### src/rtl/serial_tofed_tx_pkg.sv
// Shared definitions for the Serial TOFED 2-of-5 transmitter: frame geometry,
// FSM state type and the weighted 7-4-2-1-0 codeword table.
package serial_tofed_tx_pkg;

  localparam int FBIBBLE_SIZE   = 5;
  localparam int ONESPERFBIBBLE = 2;
  localparam logic [3:0] DIGIT_MAX = 4'd9;

  typedef enum logic {
    TX_IDLE  = 1'b0,
    TX_SHIFT = 1'b1
  } tx_state_t;

  // Digit to 2-of-5 codeword, MSB first; non-decimal digits map to all zeros
  // so the far-end detector sees an illegal (zero-ones) frame.
  function automatic logic [FBIBBLE_SIZE-1:0] encode_2of5(input logic [3:0] digit);
    logic [FBIBBLE_SIZE-1:0] code;
    code = 5'b00000;
    if (digit <= DIGIT_MAX) begin
      case (digit)
        4'd0:    code = 5'b11000;
        4'd1:    code = 5'b00011;
        4'd2:    code = 5'b00101;
        4'd3:    code = 5'b00110;
        4'd4:    code = 5'b01001;
        4'd5:    code = 5'b01010;
        4'd6:    code = 5'b01100;
        4'd7:    code = 5'b10001;
        4'd8:    code = 5'b10010;
        4'd9:    code = 5'b10100;
        default: code = 5'b00000;
      endcase
    end else begin
      code = 5'b00000;
    end
    return code;
  endfunction

  // True when a codeword carries exactly the legal number of ones.
  function automatic logic is_legal_2of5(input logic [FBIBBLE_SIZE-1:0] code);
    return ($countones(code) == ONESPERFBIBBLE);
  endfunction

endpackage

### src/rtl/serial_tofed_tx_if.sv
// Digit source / serial link bundle for the 2-of-5 transmitter.
// The slave side is the transmitter; the master side feeds digits and
// observes the serial stream.
interface serial_tofed_tx_if;

  logic [3:0] digit;
  logic       digit_valid;
  logic       inject_err;
  logic       ready;
  logic       out;
  logic       frame_start;
  logic [7:0] frames_sent;

  modport slave (
    input  digit, digit_valid, inject_err,
    output ready, out, frame_start, frames_sent
  );

  modport master (
    output digit, digit_valid, inject_err,
    input  ready, out, frame_start, frames_sent
  );

endinterface

### src/rtl/serial_tofed_tx_encoder.sv
// Combinational 2-of-5 encoder with test-only error injection: a set
// inject_err_i flips the codeword LSB so the frame no longer has two ones.
module serial_tofed_tx_encoder
  import serial_tofed_tx_pkg::*;
(
  input  logic [3:0]              digit_i,
  input  logic                    inject_err_i,
  output logic [FBIBBLE_SIZE-1:0] code_o
);

  assign code_o = encode_2of5(digit_i) ^ {{(FBIBBLE_SIZE-1){1'b0}}, inject_err_i};

endmodule

### src/rtl/serial_tofed_tx.sv
// Serial 2-of-5 transmitter: accepts a digit when ready, shifts its codeword
// out MSB first one bit per clock, and chains frames with no idle bit when
// the next digit is offered during the last bit of the current frame.
module serial_tofed_tx
  import serial_tofed_tx_pkg::*;
(
  input  logic              clk,
  input  logic              reset_n,
  serial_tofed_tx_if.slave  bus
);

  localparam logic [2:0] LAST_BIT = 3'(FBIBBLE_SIZE - 1);

  tx_state_t               state_q;
  logic [2:0]              bit_cnt_q;
  logic [FBIBBLE_SIZE-1:0] shreg_q;
  logic [7:0]              frames_q;
  logic                    ready_q;
  logic                    frame_start_q;
  logic [FBIBBLE_SIZE-1:0] code_s;
  logic                    accept_s;

  serial_tofed_tx_encoder u_encoder (
    .digit_i      (bus.digit),
    .inject_err_i (bus.inject_err),
    .code_o       (code_s)
  );

  assign accept_s = bus.digit_valid && ready_q;

  // Transmit FSM with shift register, bit counter, frame counter and registered flags.
  always_ff @(posedge clk or negedge reset_n) begin
    if (!reset_n) begin
      state_q       <= TX_IDLE;
      bit_cnt_q     <= 3'd0;
      shreg_q       <= 5'b00000;
      frames_q      <= 8'd0;
      ready_q       <= 1'b1;
      frame_start_q <= 1'b0;
    end else begin
      case (state_q)
        TX_IDLE: begin
          if (accept_s) begin
            state_q       <= TX_SHIFT;
            bit_cnt_q     <= 3'd0;
            shreg_q       <= code_s;
            ready_q       <= 1'b0;
            frame_start_q <= 1'b1;
          end else begin
            ready_q       <= 1'b1;
            frame_start_q <= 1'b0;
          end
        end
        TX_SHIFT: begin
          if (bit_cnt_q == LAST_BIT) begin
            frames_q <= frames_q + 8'd1;
            if (accept_s) begin
              // Back-to-back frame: reload without an idle bit.
              bit_cnt_q     <= 3'd0;
              shreg_q       <= code_s;
              ready_q       <= 1'b0;
              frame_start_q <= 1'b1;
            end else begin
              state_q       <= TX_IDLE;
              bit_cnt_q     <= 3'd0;
              shreg_q       <= 5'b00000;
              ready_q       <= 1'b1;
              frame_start_q <= 1'b0;
            end
          end else begin
            shreg_q       <= {shreg_q[FBIBBLE_SIZE-2:0], 1'b0};
            bit_cnt_q     <= bit_cnt_q + 3'd1;
            ready_q       <= ((bit_cnt_q + 3'd1) == LAST_BIT);
            frame_start_q <= 1'b0;
          end
        end
        default: begin
          state_q       <= TX_IDLE;
          bit_cnt_q     <= 3'd0;
          shreg_q       <= 5'b00000;
          ready_q       <= 1'b1;
          frame_start_q <= 1'b0;
        end
      endcase
    end
  end

  // The shift register is all zeros whenever idle, so its MSB is the line value.
  assign bus.out         = shreg_q[FBIBBLE_SIZE-1];
  assign bus.ready       = ready_q;
  assign bus.frame_start = frame_start_q;
  assign bus.frames_sent = frames_q;

endmodule
### src/flat_wrapper.sv
// flat-port wrapper written by rule: the top's interface ports become plain ports
module serial_tofed_tx_flat import serial_tofed_tx_pkg::*;
  (clk, reset_n, bus_digit, bus_digit_valid, bus_inject_err, bus_ready, bus_out, bus_frame_start, bus_frames_sent);
  serial_tofed_tx_if bus_i ();
  input  logic clk;
  input  logic reset_n;
  input wire logic [$bits(bus_i.digit)-1:0] bus_digit;
  input wire logic [$bits(bus_i.digit_valid)-1:0] bus_digit_valid;
  input wire logic [$bits(bus_i.inject_err)-1:0] bus_inject_err;
  output wire logic [$bits(bus_i.ready)-1:0] bus_ready;
  output wire logic [$bits(bus_i.out)-1:0] bus_out;
  output wire logic [$bits(bus_i.frame_start)-1:0] bus_frame_start;
  output wire logic [$bits(bus_i.frames_sent)-1:0] bus_frames_sent;
  assign bus_i.digit = bus_digit;
  assign bus_i.digit_valid = bus_digit_valid;
  assign bus_i.inject_err = bus_inject_err;
  assign bus_ready = bus_i.ready;
  assign bus_out = bus_i.out;
  assign bus_frame_start = bus_i.frame_start;
  assign bus_frames_sent = bus_i.frames_sent;
  serial_tofed_tx u_core (.clk(clk), .reset_n(reset_n), .bus(bus_i));
endmodule
### config.mk
export PLATFORM = sky130hd
export DESIGN_NAME = serial_tofed_tx_flat
export DESIGN_NICKNAME = d
export VERILOG_FILES = /design/src/rtl/serial_tofed_tx_pkg.sv /design/src/rtl/serial_tofed_tx_if.sv /design/src/rtl/serial_tofed_tx_encoder.sv /design/src/rtl/serial_tofed_tx.sv /design/src/flat_wrapper.sv
export SDC_FILE = /design/constraint.sdc
export NUM_CORES = 1
export LEC_CHECK = 0
export BUFFER_PORTS_ARGS = -buffer_cell sky130_fd_sc_hd__buf_4
export CORE_UTILIZATION = 46
export DETAILED_ROUTE_END_ITERATION = 8
export GPL_ROUTABILITY_DRIVEN = 0
export PLACE_DENSITY = 0.68
export SLEW_MARGIN = 15
export SYNTH_ARGS = -nofsm -noshare
export SYNTH_HDL_FRONTEND = slang
export SYNTH_SLANG_ARGS = --single-unit
### constraint.sdc
create_clock -name clk -period 2.6 [get_ports clk]
set_input_delay 0.52 -clock clk [delete_from_list [all_inputs] [get_ports clk]]
set_output_delay 0.52 -clock clk [all_outputs]
set_load 0.05 [all_outputs]
# ---- Word level (Yosys, flattened, before mapping)
# Memories as Yosys holds them, arrays and structs flattened.
# Index checks and enable logic that the tools add are counted.
dict set report op_classes {
  eq_ne 3
  magnitude_cmp 1
  reduce_logical 2
  bitwise 2
  n_addsub 2
  muxes 16
}
# cell count
set op_table {}
lappend op_table {{$mux 5} 4}
lappend op_table {{$pmux 5 s2} 1}
lappend op_table {{$add 8x1->8 const B} 1}
lappend op_table {{$eq 3x3->1 const B} 2}
lappend op_table {{$mux 3} 2}
lappend op_table {{$pmux 1 s2} 3}
lappend op_table {{$pmux 3 s2} 1}
lappend op_table {{$mux 1} 5}
lappend op_table {{$xor 5x1->5} 1}
lappend op_table {{$le 4x4->1 const B} 1}
lappend op_table {{$add 3x1->3 const B} 1}
lappend op_table {{$ne 2x1->1 const B} 1}
lappend op_table {{$reduce_and 2->1} 1}
lappend op_table {{$logic_and 1x1->1} 1}
lappend op_table {{$not 1->1} 1}
dict set report totals {
  mem_bits_ro 80
  output_inout_bits 11
  reg_bits 19
  wordCells 33
  in_bits 8
  mem_count 1
}
# memory depth width read_ports rd_clocked_by_memory_dff wr line
set memory_table {}
lappend memory_table {{(no name shown)} 16 5 1 0 0 serial_tofed_tx_pkg.sv:20} ;# case (digit)

# ---- Logic depth before layout (Yosys ltp)
# Gate-level depths: netlist of run 1.
dict set report logic_depth {
  depth_word 6
  ltp_mapped 6
  ltp_nobuf 5
}

# ---- Cells and area by module
# Synthesis of run 1 repeated with hierarchy kept, for this count alone.
dict set report unflattened {
  cells_unflattened 98
  hier_area_um2 1069.8
}
# module cells_each seq_area_each_um2 n_inst area_each_um2
set modules_own_cells {}
lappend modules_own_cells {serial_tofed_tx 71 476.7 1 842.1}
lappend modules_own_cells {serial_tofed_tx_encoder 27 0.0 1 227.7}

# ---- Worst setup path after synthesis of run 1
# OpenSTA, ideal clock, no wires.
dict set report synth_timing {
  kind {input to register}
  start {input bus_digit[0]}
  end {register u_core.shreg_q[0]}
  path_buffers 0
  setup_time_ns 0.080
  setup_slack_ns 1.145
  required_ns 2.520
  cell_stages 5
  t_arrival_ns 1.375
  cell_sequence {inv_1 ha_1 xor2_1 a211o_1 o211ai_2}
}
dict set report synth_between {
  elab_chain_len 6
  word_cells_on_any_way 8
  cone_classes {order compare: 1; mux: 5; bitwise: 1; memory: 1}
}
# element line
set synth_rtl {}
lappend synth_rtl {{start: declaration} flat_wrapper.sv:7} ;# input wire logic [$bits(bus_i.digit)-1:0] bus_digit;
lappend synth_rtl {{$mem_v2 16x5 / $le 4x4->1 (equally long branches)} n/a}
lappend synth_rtl {{$mux 5 *} serial_tofed_tx_pkg.sv:19} ;# if (digit <= DIGIT_MAX) begin
lappend synth_rtl {{$xor 5x1->5 *} serial_tofed_tx_encoder.sv:11} ;# assign code_o = encode_2of5(digit_i) ^ {{(FBIBBLE_SIZE-1){1'b0}}, inject_err_i};
lappend synth_rtl {{$mux 5} serial_tofed_tx.sv:57} ;# if (accept_s) begin
lappend synth_rtl {{$mux 5} serial_tofed_tx.sv:55} ;# if (bit_cnt_q == LAST_BIT) begin
lappend synth_rtl {{$pmux 5 s2 *} serial_tofed_tx.sv:41} ;# case (state_q)
lappend synth_rtl {{end signal: assignment} serial_tofed_tx.sv:46} ;# shreg_q <= code_s;
lappend synth_rtl {{end signal: assignment} serial_tofed_tx.sv:60} ;# shreg_q <= code_s;
lappend synth_rtl {{end signal: assignment} serial_tofed_tx.sv:71} ;# shreg_q <= {shreg_q[FBIBBLE_SIZE-2:0], 1'b0};
lappend synth_rtl {{end: declaration} serial_tofed_tx.sv:16} ;# logic [FBIBBLE_SIZE-1:0] shreg_q;
# Mark *: on every way between the ends. The rest lies on a longest branch, timed or not. The select of a mux whose other input is x is not followed.
# A chain may end at the register's enable or synchronous reset.

# ---- Worst setup path in the final report of run 1
dict set report layout_timing {
  start {register u_core.bit_cnt_q[0]}
  end {register u_core.shreg_q[0]}
}
dict set report layout_between {
  elab_chain_len 3
}
# element line
set layout_rtl {}
lappend layout_rtl {{start: declaration} serial_tofed_tx.sv:15} ;# logic [2:0] bit_cnt_q;
lappend layout_rtl {{start signal: assignment} serial_tofed_tx.sv:72} ;# bit_cnt_q <= bit_cnt_q + 3'd1;
lappend layout_rtl {{$eq 3x3->1} serial_tofed_tx.sv:55}
lappend layout_rtl {{$mux 5} serial_tofed_tx.sv:55}
lappend layout_rtl {{$pmux 5 s2} serial_tofed_tx.sv:41}
# Every way passes these cells.

==> results of run 1 <==
metrics by stage:
| stage | util | cells | cell area [um^2] | setup WS (ns) |
|---|---|---|---|---|
| after CTS | 0.5718 | 150 | 1265 | 1.012 |
| final | 0.5718 | 150 | 1265 | 1.025 |
| after floorplan | - | 102 | 1085 | 1.145 |
| after global routing | 0.5718 | 150 | 1265 | 0.8882 |
| after global placement | 0.5600 | 146 | 1239 | 1.003 |
| after detailed placement | 0.5600 | 146 | 1239 | 0.9503 |
how the worst min path moves through the flow:
stage / startpoint / endpoint / depth (start not counted)
after detailed placement: reset_n / u_core.bus.frames_sent[1] / 1
final: reset_n / u_core.bus.frames_sent[0] / 1
after global routing: reset_n / u_core.bus.frames_sent[6] / 1
after floorplan: reset_n / u_core.bit_cnt_q[0] / 0
after CTS: reset_n / u_core.bus.frames_sent[0] / 1
after global placement: reset_n / u_core.bus.frames_sent[0] / 1
registers in the layout (all words and copies together) (netlist names):
name and cells:
u_core.bit_cnt_q 3, u_core.state_q 1, u_core.bus.frame_start 1, u_core.bus.ready 1
u_core.shreg_q 5, u_core.bus.frames_sent 8
where the power goes:
group	leakage, nW	internal [mW]	switching, mW
Clock	0.0150	0.0595	0.0863
Combinational	0.369	0.204	0.366
Sequential	0.247	0.394	0.108
Total	0.630	0.658	0.560
kinds of logic after synthesis:
family | after synthesis | share of synthesized area
and+or+nand+nor | 31 | 0.1430
AOI/OAI and AO/OA | 21 | 0.1534
DFF | 19 | 0.4394
adders and majority gates | 10 | 0.1153
xor gates and xnor gates | 9 | 0.07266
buffers and inverters | 8 | 0.03575
muxes | 4 | 0.04037
per-layer routing:
layer / up-vias / wire (um)
met5: - / 0
met4: 0 / 12
met3: 2 / 50
met2: 15 / 993
met1: 388 / 869
li1: 397 / -
critical path, stage by stage (launching register included):
cell	delay, ns
dfrtp_1	0.43
inv_1	0.06
ha_1	0.25
a21boi_2	0.45
or3_1	0.21
o211ai_2	0.07
Yosys cell counts:
| cell type | number | area, um^2 |
|---|---|---|
| nand2_1 | 14 | 52.55 |
| nor3_1 | 2 | 10.01 |
| nand4_1 | 3 | 18.77 |
| o21ai_0 | 2 | 10.01 |
| nand3_1 | 3 | 15.01 |
| mux2i_1 | 1 | 10.01 |
| nor2b_1 | 1 | 6.260 |
| mux2_2 | 3 | 33.78 |
| a21boi_2 | 1 | 11.26 |
| a21bo_2 | 1 | 10.01 |
| a22oi_1 | 7 | 52.55 |
| or3_1 | 1 | 6.260 |
| o41ai_2 | 1 | 16.27 |
| o211ai_2 | 1 | 12.51 |
| o31ai_1 | 1 | 7.510 |
| a21oi_1 | 2 | 10.01 |
| nand3b_1 | 2 | 15.01 |
| xor2_1 | 5 | 43.79 |
| and3_1 | 1 | 6.260 |
| inv_1 | 6 | 22.52 |
| dfrtp_1 | 18 | 450.4 |
| xnor2_1 | 4 | 35.03 |
| nand3_2 | 1 | 10.01 |
| o21ai_1 | 2 | 10.01 |
| dfstp_2 | 1 | 26.28 |
| and3_2 | 1 | 7.510 |
| a211o_1 | 1 | 8.760 |
| ha_1 | 10 | 125.1 |
| o21bai_1 | 1 | 7.510 |
| buf_6 | 1 | 11.26 |
| nor2_1 | 2 | 7.510 |
| buf_2 | 1 | 5.000 |
| a211o_2 | 1 | 10.01 |
layout make-up:
| type | instances | area share |
|---|---|---|
| Inverter | 6 | 0.01780 |
| Tap cell | 28 | 0.02770 |
| Sequential cell | 19 | 0.3769 |
| Timing Repair Buffer | 18 | 0.1068 |
| Clock buffer | 4 | 0.02077 |
| Multi-Input combinational cell | 75 | 0.4501 |
==> results list, run 1 <==
* Run status: finished, final reports clean
* Die H: 50.56 um
- Final count of hold timing violations: 0
- At the pin with the least slew margin, the transition time is 0.5159 ns.
* Multi-input logic area: 569.3 um^2
- Counting the fill cells in the layout gives 219.
- In this run the power density over the cells is ~960 nW/um^2.
- Synthesized area per cell: 10.64 um^2
- For this run, the detailed router's first-pass iteration total came to 4.
* Via count of the first global-routing pass: 788
- The first global-routing pass estimated about 3.4 mm of wire.
- In the final routed layout, each cell accounts on average for 12.83 um.
- Core region area: 2212 um^2
- Inserted Diodes: 0
* Required time of the critical path: 2.78 ns
* Max_slew headroom: 0.6540
- Pin count of the biggest net entering global routing: 20
- Number of buffers added for setup after CTS: 0
* Min cycle time layout: 1.575 ns
- After synthesis the cells add up to between 1000 and 1500 um^2.
- Bufs on Longest Clock Path: 2
* Setup crit end: u_core.shreg_q[0]
- Summing internal, switching and leakage power gives 1.218 mW.
* Fraction of the cycle the final worst path needs: 0.6059
- The root buffer cell chosen for the clock tree is clkbuf_4.
- Across the routed clock network, the largest skew measured is 0.003912 ns.
* Antenna violations before repair: 0
- Of the synthesized area, sequential elements account for 0.4394.
* Clock tree from TritonCTS: built
- For this run, global-route usage on met2 was measured as 0.3333.
- The worst setup path is captured at a register.
- Clock Sinks: 19
- Worst r2r src: u_core.bit_cnt_q[0]
- STA puts the critical path data arrival time at 1.76 ns.
- Number of max-slew violations in the final report: 0
- Across the run, the number of max-cap violations was 0.
* Reg2Reg Capture Point: u_core.shreg_q[0]
- On the final layout, the worst hold slack is roughly 0.083 ns.
* RSZ-0062 raised after global routing: no
* Most frequent cells in the layout: buf_4 (18), dfrtp_1 (18), nand2_1 (14)
* Total global-route track usage: 0.1775
- Setup violations remaining at the end of the flow were counted as 0.
* Number of vias after detailed routing: around 800
* Number of warning messages in the yosys log: 0
- In the final layout, the share of cells above drive strength 1 is 0.2623.
- Static Leak: 0.6303 nW
- Number of distinct library cells after synthesis: 33
* Type of the setup path with the least slack: reg2reg
* Die outline area: roughly 2600 um^2
* Die Width: 50.56 um
- Register bit total from synthesis: 19
- Maximum net fanout on the critical path: 12
- Initial standard-cell utilization of the core: 0.4904
* Detailed Route WL: 1.925 mm
- After the last flow step, the layout net total stands at 141.
* CP Launch Point: u_core.bit_cnt_q[0]
- During placement, the flow inserted port buffers numbering 18.
- The number of cells on the worst reg-to-reg path is 5.
* Cell row count: 17
* Top Usage Layer GRT: met2
* Hold Crit Class: in2async
- Based on the critical path, the design can be clocked at up to approximately 630 MHz.
- H-tree level count: 1
- Half-perimeter wire length after placement: 1.464 mm
- At the later pin of the worst-skew pair, clock insertion delay measures 0.29 ns.
- STA classifies the critical path startpoint as a register.
- For met1 alone, demand over resource in global routing was 0.2027.
- Setup slack of the worst register-to-register path: 1.02 ns
* Peak supply drop: 657.4 uV
- Quantity of hold-fixing buffers added after cts: 0
* GR Util met3: 0.01818
- In the synthesized netlist, the number of instances is 102.
* Final-layout setup total negative slack: 0 ns
* Number of nets in the synthesized netlist: 120
- The sequential cells in the finished layout cover a total of 476.7 um^2.
* DRC violation count after routing: 0
- Total global routing overflow: 0
- Number of top-level pins: 19
* Num CTS Buffers: 3
- In this run the remaining antenna-violating nets after routing total 0.
- Relative to the synthesized area, the layout overhead comes to 16.61%.
* Count of cells resized by post-cts repair: 0
- Drt first-iter violations: 5
- In the routed layout, each cell is associated on average with a via count of 5.347.
- Clock edge transition at the registers on the reported setup and hold paths: about 0.11 ns
Note: power is estimated with default switching activity, not from simulation.
==> run 2: changes to the inputs <==
--- a/config.mk
+++ b/config.mk
@@ -5,11 +5,12 @@
 export SDC_FILE = /design/constraint.sdc
 export NUM_CORES = 1
 export LEC_CHECK = 0
+export ABC_AREA = 1
 export BUFFER_PORTS_ARGS = -buffer_cell sky130_fd_sc_hd__buf_4
 export CORE_UTILIZATION = 46
 export DETAILED_ROUTE_END_ITERATION = 8
 export GPL_ROUTABILITY_DRIVEN = 0
-export PLACE_DENSITY = 0.68
+export PLACE_DENSITY = 0.7
 export SLEW_MARGIN = 15
 export SYNTH_ARGS = -nofsm -noshare
 export SYNTH_HDL_FRONTEND = slang
==> constraint.sdc (replaced) <==
create_clock -name clk -period 1.3 [get_ports clk]
set_input_delay 0.26 -clock clk [delete_from_list [all_inputs] [get_ports clk]]
set_output_delay 0.26 -clock clk [all_outputs]
set_load 0.05 [all_outputs]
==> results list, run 2 <==
- After detailed placement, the total cell area comes to 1303 um^2.
* Ranking of synthesized cells by area: dfrtp_1 (40%), nand2_1 (16%), ha_1 (11%)
- Startpoint of the lowest-slack hold path: bus_digit_valid
- Once layout is done, the placed cells without fillers occupy between 1000 and 1500 um^2.
- In this run the remaining antenna-violating nets after routing total 0.
- Cell row count: 17
- Required time of the critical path: 1.04 ns
- Clock tree from TritonCTS: built
- Initial standard-cell utilization of the core: 0.4961
- The floorplan step set the die height to 51.31 um.
- RSZ-0062 raised after global routing: yes
- After the first detailed-routing iteration, the DRC count stood at 14.
- Drt first pass iters: 4
- Inserted Diodes: 0
* Kind of cell adding the most delay to the critical path: flip-flops
* Most common cell after layout, fill and taps aside: nand2_1
- Reg2Reg Capture Point: u_core.bit_cnt_q[2]
- The share of the Yosys chip area taken by registers is 0.4262.
- The clock passes through at most 2 buffers.
- Ratio of cells with drive above 1 in the final layout: 0.2674
- Most used flip-flop cell after synthesis: dfrtp_1
- The final number of max-transition violations is 0.
* Via count of the first global-routing pass: 963
* Die outline area: 2633 um^2
* Clock tree skew after final layout: 0.009193 ns
- Critical-path cell list: buf_6
* Pin count of the biggest net entering global routing: 20
- Using the TritonRoute via totals, the vias-per-cell ratio works out to 4.800.
* Min cycle time layout: 1.267 ns
- The initial antenna violation count is 0.
- The synthesized design spends more area on one cell type than any other, namely dfrtp_1.
- Counting flops with a built-in enable in the synthesized netlist gives 0.
* MaxCap Viol Count: 0
- Wire length of the first global-routing pass: about 3.7 mm
- Data arrival time at the worst-slack endpoint: just over 1 ns
* Peak supply drop: 1243 uV
* Buf+Inv Stages, Crit Path: 1
- Final setup margin: 0.03288 ns
- Cell at the root of the clock tree: clkbuf_4
- Most used standard cell by instance count after synthesis: nand2_1
* Clock Sinks: 19
- Highest clock rate: 789.2 MHz
- Pin placement for this block handled 19 I/O pins.
- Counting instances, the worst hold path has a depth of 3.
- H-tree level count: 1
- Number of vias after detailed routing: 960
- Total global-route track usage: 0.1884
- Run status: finished, final reports clean
- Yosys mapped the design onto 21 distinct sky130hd cell types.
* Setup slack of the worst register-to-register path: 0.05 ns
* Layout Nets: between 150 and 200
- Total power: between 2 and 3 mW
- After synthesis, the share of flip-flops with an asynchronous set or reset is 1.000.
- Number of warning messages in the yosys log: 0
- Synthesis inferred 19 register bits.
- Clock latency of the later-clocked register in the worst-skew pair: 0.30 ns
- The path with the worst hold slack has its endpoint at u_core.state_q.
* Half-perimeter wire length after placement: 1.582 mm
* Total global routing overflow: 0
- Among all stages on the critical path, the largest delay is contributed by dfstp_2.
* Count of cells along the worst register-to-register path: 4
* Final setup fails: 0
* Core region area: 2255 um^2
- Utilization of the core after routing: 0.6293
* Max stage delay on crit path: 0.56 ns
- The register with the most flip-flops in the layout has 8 of them.
- In this run the tightest slew margin relative to its limit is 0.8358.
- For this run, design rule violations remaining after detail routing come to 0.
- Clock tree synthesis inserted a total of 3 buffers.
* Type of the setup path with the least slack: reg2out
* Number of input and output port buffers inserted: 18
* Number of nets in the synthesized netlist: 161
- Top post-synthesis cells by count: nand2_1 (48), inv_1 (24), dfrtp_1 (18)
- Fraction of post-synthesis cell area in the top cell type by area: 0.4027
* Per-cell routed wire length: 10.64 um
- Summed over all cells, the static leakage comes to between 0.7 and 0.8 nW.
- After routing, the total negative slack on setup checks comes to 0 ns.
* Post-synthesis cell count: about 140
- Startpoint Class: register
- The final hold violation count was 0.
- At the pin with the least slew margin, the transition time is around 0.24 ns.
- The worst setup path is captured at an output port.
- The startpoint identified for the worst register-to-register timing path is u_core.bit_cnt_q[0].
* Detailed Route WL: 2.127 mm
- In the finished design, the share of the clock period the worst path needs comes to 0.9747.
* Synth-to-Final Area Change: 26.85%
- Setup WS pre-CTS: -0.006686 ns
* Clock edge transition at the registers on the reported setup and hold paths: 0.11 ns
- Of all nets on the critical path, the largest fanout is 2.
- Die Width: about 51 um
* Post-synthesis instance area: about 1100 um^2
- Hold Crit Class: in2reg
- For this design the ratio of total power to cell area is between 1500 and 2000 nW/um^2.
- Synthesized area per cell: just under 8 um^2
- Leaving out fill and tap cells, the most frequent cells in the layout are nand2_1 (45), buf_4 (23), inv_1 (21).
## run 2: how the worst max path moves through the flow
stage	from	end	slack (ns)	cells after the start
2_1_floorplan	u_core.bus.frames_sent[2]	u_core.bus.frames_sent[6]	0.003	5
3_3_place_gp	u_core.bit_cnt_q[0]	u_core.shreg_q[3]	0.06	9
3_5_place_dp	u_core.bit_cnt_q[0]	u_core.shreg_q[0]	-0.007	8
4_1_cts	u_core.bit_cnt_q[0]	u_core.shreg_q[4]	0.002	8
5_1_grt	u_core.bit_cnt_q[0]	u_core.shreg_q[3]	-0.02	8
6_report	u_core.bus.ready	bus_ready	0.03	1
## run 2: kinds of logic after synthesis
group | synth area share
AND/OR/NAND/NOR | 0.2707
buffers and inverters | 0.08389
AO/OA/AOI/OAI | 0.06823
XOR/XNOR | 0.03916
flip-flops | 0.4262
adder cells (fa/ha/maj) | 0.1119
## run 2: what timing repair did
action                     CTS  global route
hold buffers                 1             0
setup buffers                1             4
setup endpoints to repair    6            16
hold endpoints to repair    18             0
resized for setup            2            11
pin swaps                    0             1
## run 2: power by group
part	internal, mW	switching [mW]	leakage (nW)
Combinational	0.509	0.852	0.526
Sequential	0.801	0.182	0.243
Clock	0.114	0.190	0.0177
## run 2: per-stage QoR
| step | std cells | hold WS [ns] |
|---|---|---|
| 6_report | 200 | 0.2194 |
| 5_1_grt | 200 | 0.2197 |
| 4_1_cts | 196 | 0.2162 |
| 3_5_place_dp | 190 | 0.1478 |
| 3_3_place_gp | 190 | 0.1440 |
| 2_1_floorplan | 143 | -0.03559 |
## run 2: per-layer routing
| metal | global-route usage | wire (um) |
|---|---|---|
| met1 | 0.2034 | 933 |
| met2 | 0.3487 | 1127 |
| met3 | 0.04464 | 49 |
| met4 | 0.07658 | 16 |
| met5 | 0 | 0 |
## run 2: area by class of cell
class	instances	area, um^2
clock inverters	1	5.005
well taps	28	35.03
fillers	209	835.8
inverters	25	96.34
repair buffers	25	193.9
flip-flops and latches	19	480.5
clock buffers	3	22.52
multi-input cells	99	585.6
==> run 3: changes to the inputs <==
--- a/config.mk
+++ b/config.mk
@@ -11,6 +11,7 @@
 export DETAILED_ROUTE_END_ITERATION = 8
 export GPL_ROUTABILITY_DRIVEN = 0
 export PLACE_DENSITY = 0.7
+export REMOVE_ABC_BUFFERS = 1
 export SLEW_MARGIN = 15
 export SYNTH_ARGS = -nofsm -noshare
 export SYNTH_HDL_FRONTEND = slang
==> results list, run 3 (same netlist as run 2, synthesis figures left out) <==
- The cell family contributing the most delay on the critical path is flip-flops.
- Static Leak: 0.7793 nW
- DRC violation count after routing: 0
- The largest single stage delay on the critical path is 0.55 ns.
* Maximum net fanout on the critical path: 2
* Logic pwr share: 0.519
- Max-cap violations in this run came to 0.
- The routed design has between 2 and 2.5 mm of wire.
- Data arrival time at the worst-slack endpoint: about 0.99 ns
* Net load switching power: 1.193 mW
- Critical-path cell list: buf_6
- Measured along the y axis, the die boundary spans 51.31 um.
* Cell row count: 17
- Total global routing overflow: 0
- Across all setup checks in the final design, the least slack found is 0.05265 ns.
* Antenna violations before repair: 0
* H-tree level count: 1
* Setup WS pre-CTS: 0.02345 ns
* Final count of hold timing violations: 0
- Between clock sinks in the finished design, the worst skew comes to 0.001773 ns.
- Of the total power, registers draw 0.366.
- Pin count of the biggest net entering global routing: 20
* Run status: finished, final reports clean
- Bufs on Longest Clock Path: 2
- Half-perimeter wire length after placement: 1.553 mm
- Fill cells: 225
- Clock-pin slew was measured on the worst setup and hold paths at 0.11 ns.
- In the layout the commonest cells are nand2_1 (46), buf_4 (22), inv_1 (21).
- Setup violations remaining at the end of the flow were counted as 0.
* Clock tree from TritonCTS: built
* Die outline area: about 2600 um^2
- Die Width: 51.31 um
* Per-cell routed wire length: 10.41 um
- Via count of the first global-routing pass: 855
- Clock latency on the worst-skew pair, taken at its later pin, is 0.29 ns.
* Worst Hold Depth: 4
- ANT nets after route: 0
- Inserted Diodes: 0
* Final-layout setup total negative slack: 0 ns
- At the end of the flow, the number of nets in the layout was 190.
* Total power: 2.607 mW
* Drt first-iter violations: 11
* Average via count per standard cell: 4.704
- Power density over cell area: 1864 nW/um^2
- Number of top-level pins: 19
- Headroom to the max-slew limit came out at 0.8387.
- By startpoint and endpoint, the worst setup path is classified as reg2out.
- At the pin with the least slew margin, the transition time is 0.2420 ns.
- In this run, placement finished with an instance count of 190.
* Finished Layout Cells: between 150 and 200
- Hold Crit Class: in2reg
* Highest clock rate: 801.7 MHz
* Cell at the root of the clock tree: clkbuf_4
- The worst path in the final design needs a cycle of around 1.2 ns, including I/O delays and setup.
- Count of cells along the worst register-to-register path: 8
* Required time of the critical path: 1.04 ns
- Flip-flop count of the largest register after layout: 8
- Setup repair after global routing could not meet its margin everywhere.
* Clock Sinks: 19
- Number of max-slew violations in the final report: 0
- Among all stages on the critical path, the largest delay is contributed by dfstp_2.
* Ratio of cells with drive above 1 in the final layout: 0.2339
* Buf+Inv Stages, Crit Path: 1
* Most common cell after layout, fill and taps aside: nand2_1
- Initial standard-cell utilization of the core: 0.4961
- Part of the power in the clock network: 0.114
- Num CTS Buffers: 3
- Across the VDD grid, the largest voltage drop is 1038 uV.
- Internal portion of total power: 1.415 mW
- Of the total power, the share spent switching nets is 0.4574.
- The core region is 2255 um^2.
* Number of vias after detailed routing: approximately 940
* Critical path capture point type: output port
- The first global-routing pass estimated 3.470 mm of wire.
- Of the available clock period, the critical path in the final layout requires 0.9595.
* Synth-to-Final Area Change: 25.06%
* Number of input and output port buffers inserted: 18
* Startpoint Class: register
- Cell depth of the worst setup path: 1
* Total global-route track usage: 0.1743
- Drt first pass iters: 4
-- run 3: worst paths after layout --
| path | start | to | slack, ns |
|---|---|---|---|
| max | u_core.bus.ready | bus_ready | 0.05 |
| min | bus_digit[2] | u_core.shreg_q[3] | 0.27 |
| max reg2reg | u_core.bit_cnt_q[0] | u_core.shreg_q[1] | 0.07 |
| min reg2reg | u_core.shreg_q[0] | u_core.shreg_q[0] | 0.50 |
| max in group asynchronous | reset_n | u_core.bus.ready | 0.68 |
| min in group asynchronous | reset_n | u_core.bit_cnt_q[0] | 0.36 |
-- run 3: repair_timing --
| action | CTS | global route |
|---|---|---|
| setup buffers | 0 | 4 |
| hold endpoints to repair | 18 | 0 |
| hold buffers | 1 | 0 |
| setup endpoints to repair | 0 | 16 |
| gates resized for setup | 0 | 12 |
-- run 3: layout make-up --
type                    instances  area (um^2)  share of cell area
clock buffers                   4        26.28             0.01878
inverters                      25        96.34             0.06887
multi-input cells              99        578.1              0.4132
flip-flops and latches         19        476.7              0.3408
well taps                      28        35.03             0.02504
repair buffers                 24        186.4              0.1333
-- run 3: routing by layer --
layer | wire length [um] | vias up | GRT usage | share of wire
met5 | 0 | - | 0 | 0
met4 | 25 | 0 | 0.05405 | 0.012
met3 | 43 | 2 | 0.02679 | 0.021
met2 | 1085 | 13 | 0.3224 | 0.52
met1 | 917 | 428 | 0.2045 | 0.44
li1 | - | 493 | - | -
-- run 3: power groups by stage --
stage	Combinational [mW]	Clock [mW]	Sequential, mW
after floorplan	0.510	0	1.27
final	1.35	0.299	0.955
after global routing	1.50	0.319	0.985
after global placement	1.13	0	0.960
after detailed placement	1.14	0	0.967
after CTS	1.14	0.301	0.955
-- run 3: stage by stage --
step / instance area, um^2 / hold WS, ns / utilization
after CTS: 1333 / 0.2618 / 0.5910
after global placement: 1296 / 0.1442 / 0.5749
final: 1399 / 0.2726 / 0.6204
after global routing: 1399 / 0.3049 / 0.6204
after floorplan: 1119 / -0.03559 / -
after detailed placement: 1296 / 0.1487 / 0.5749
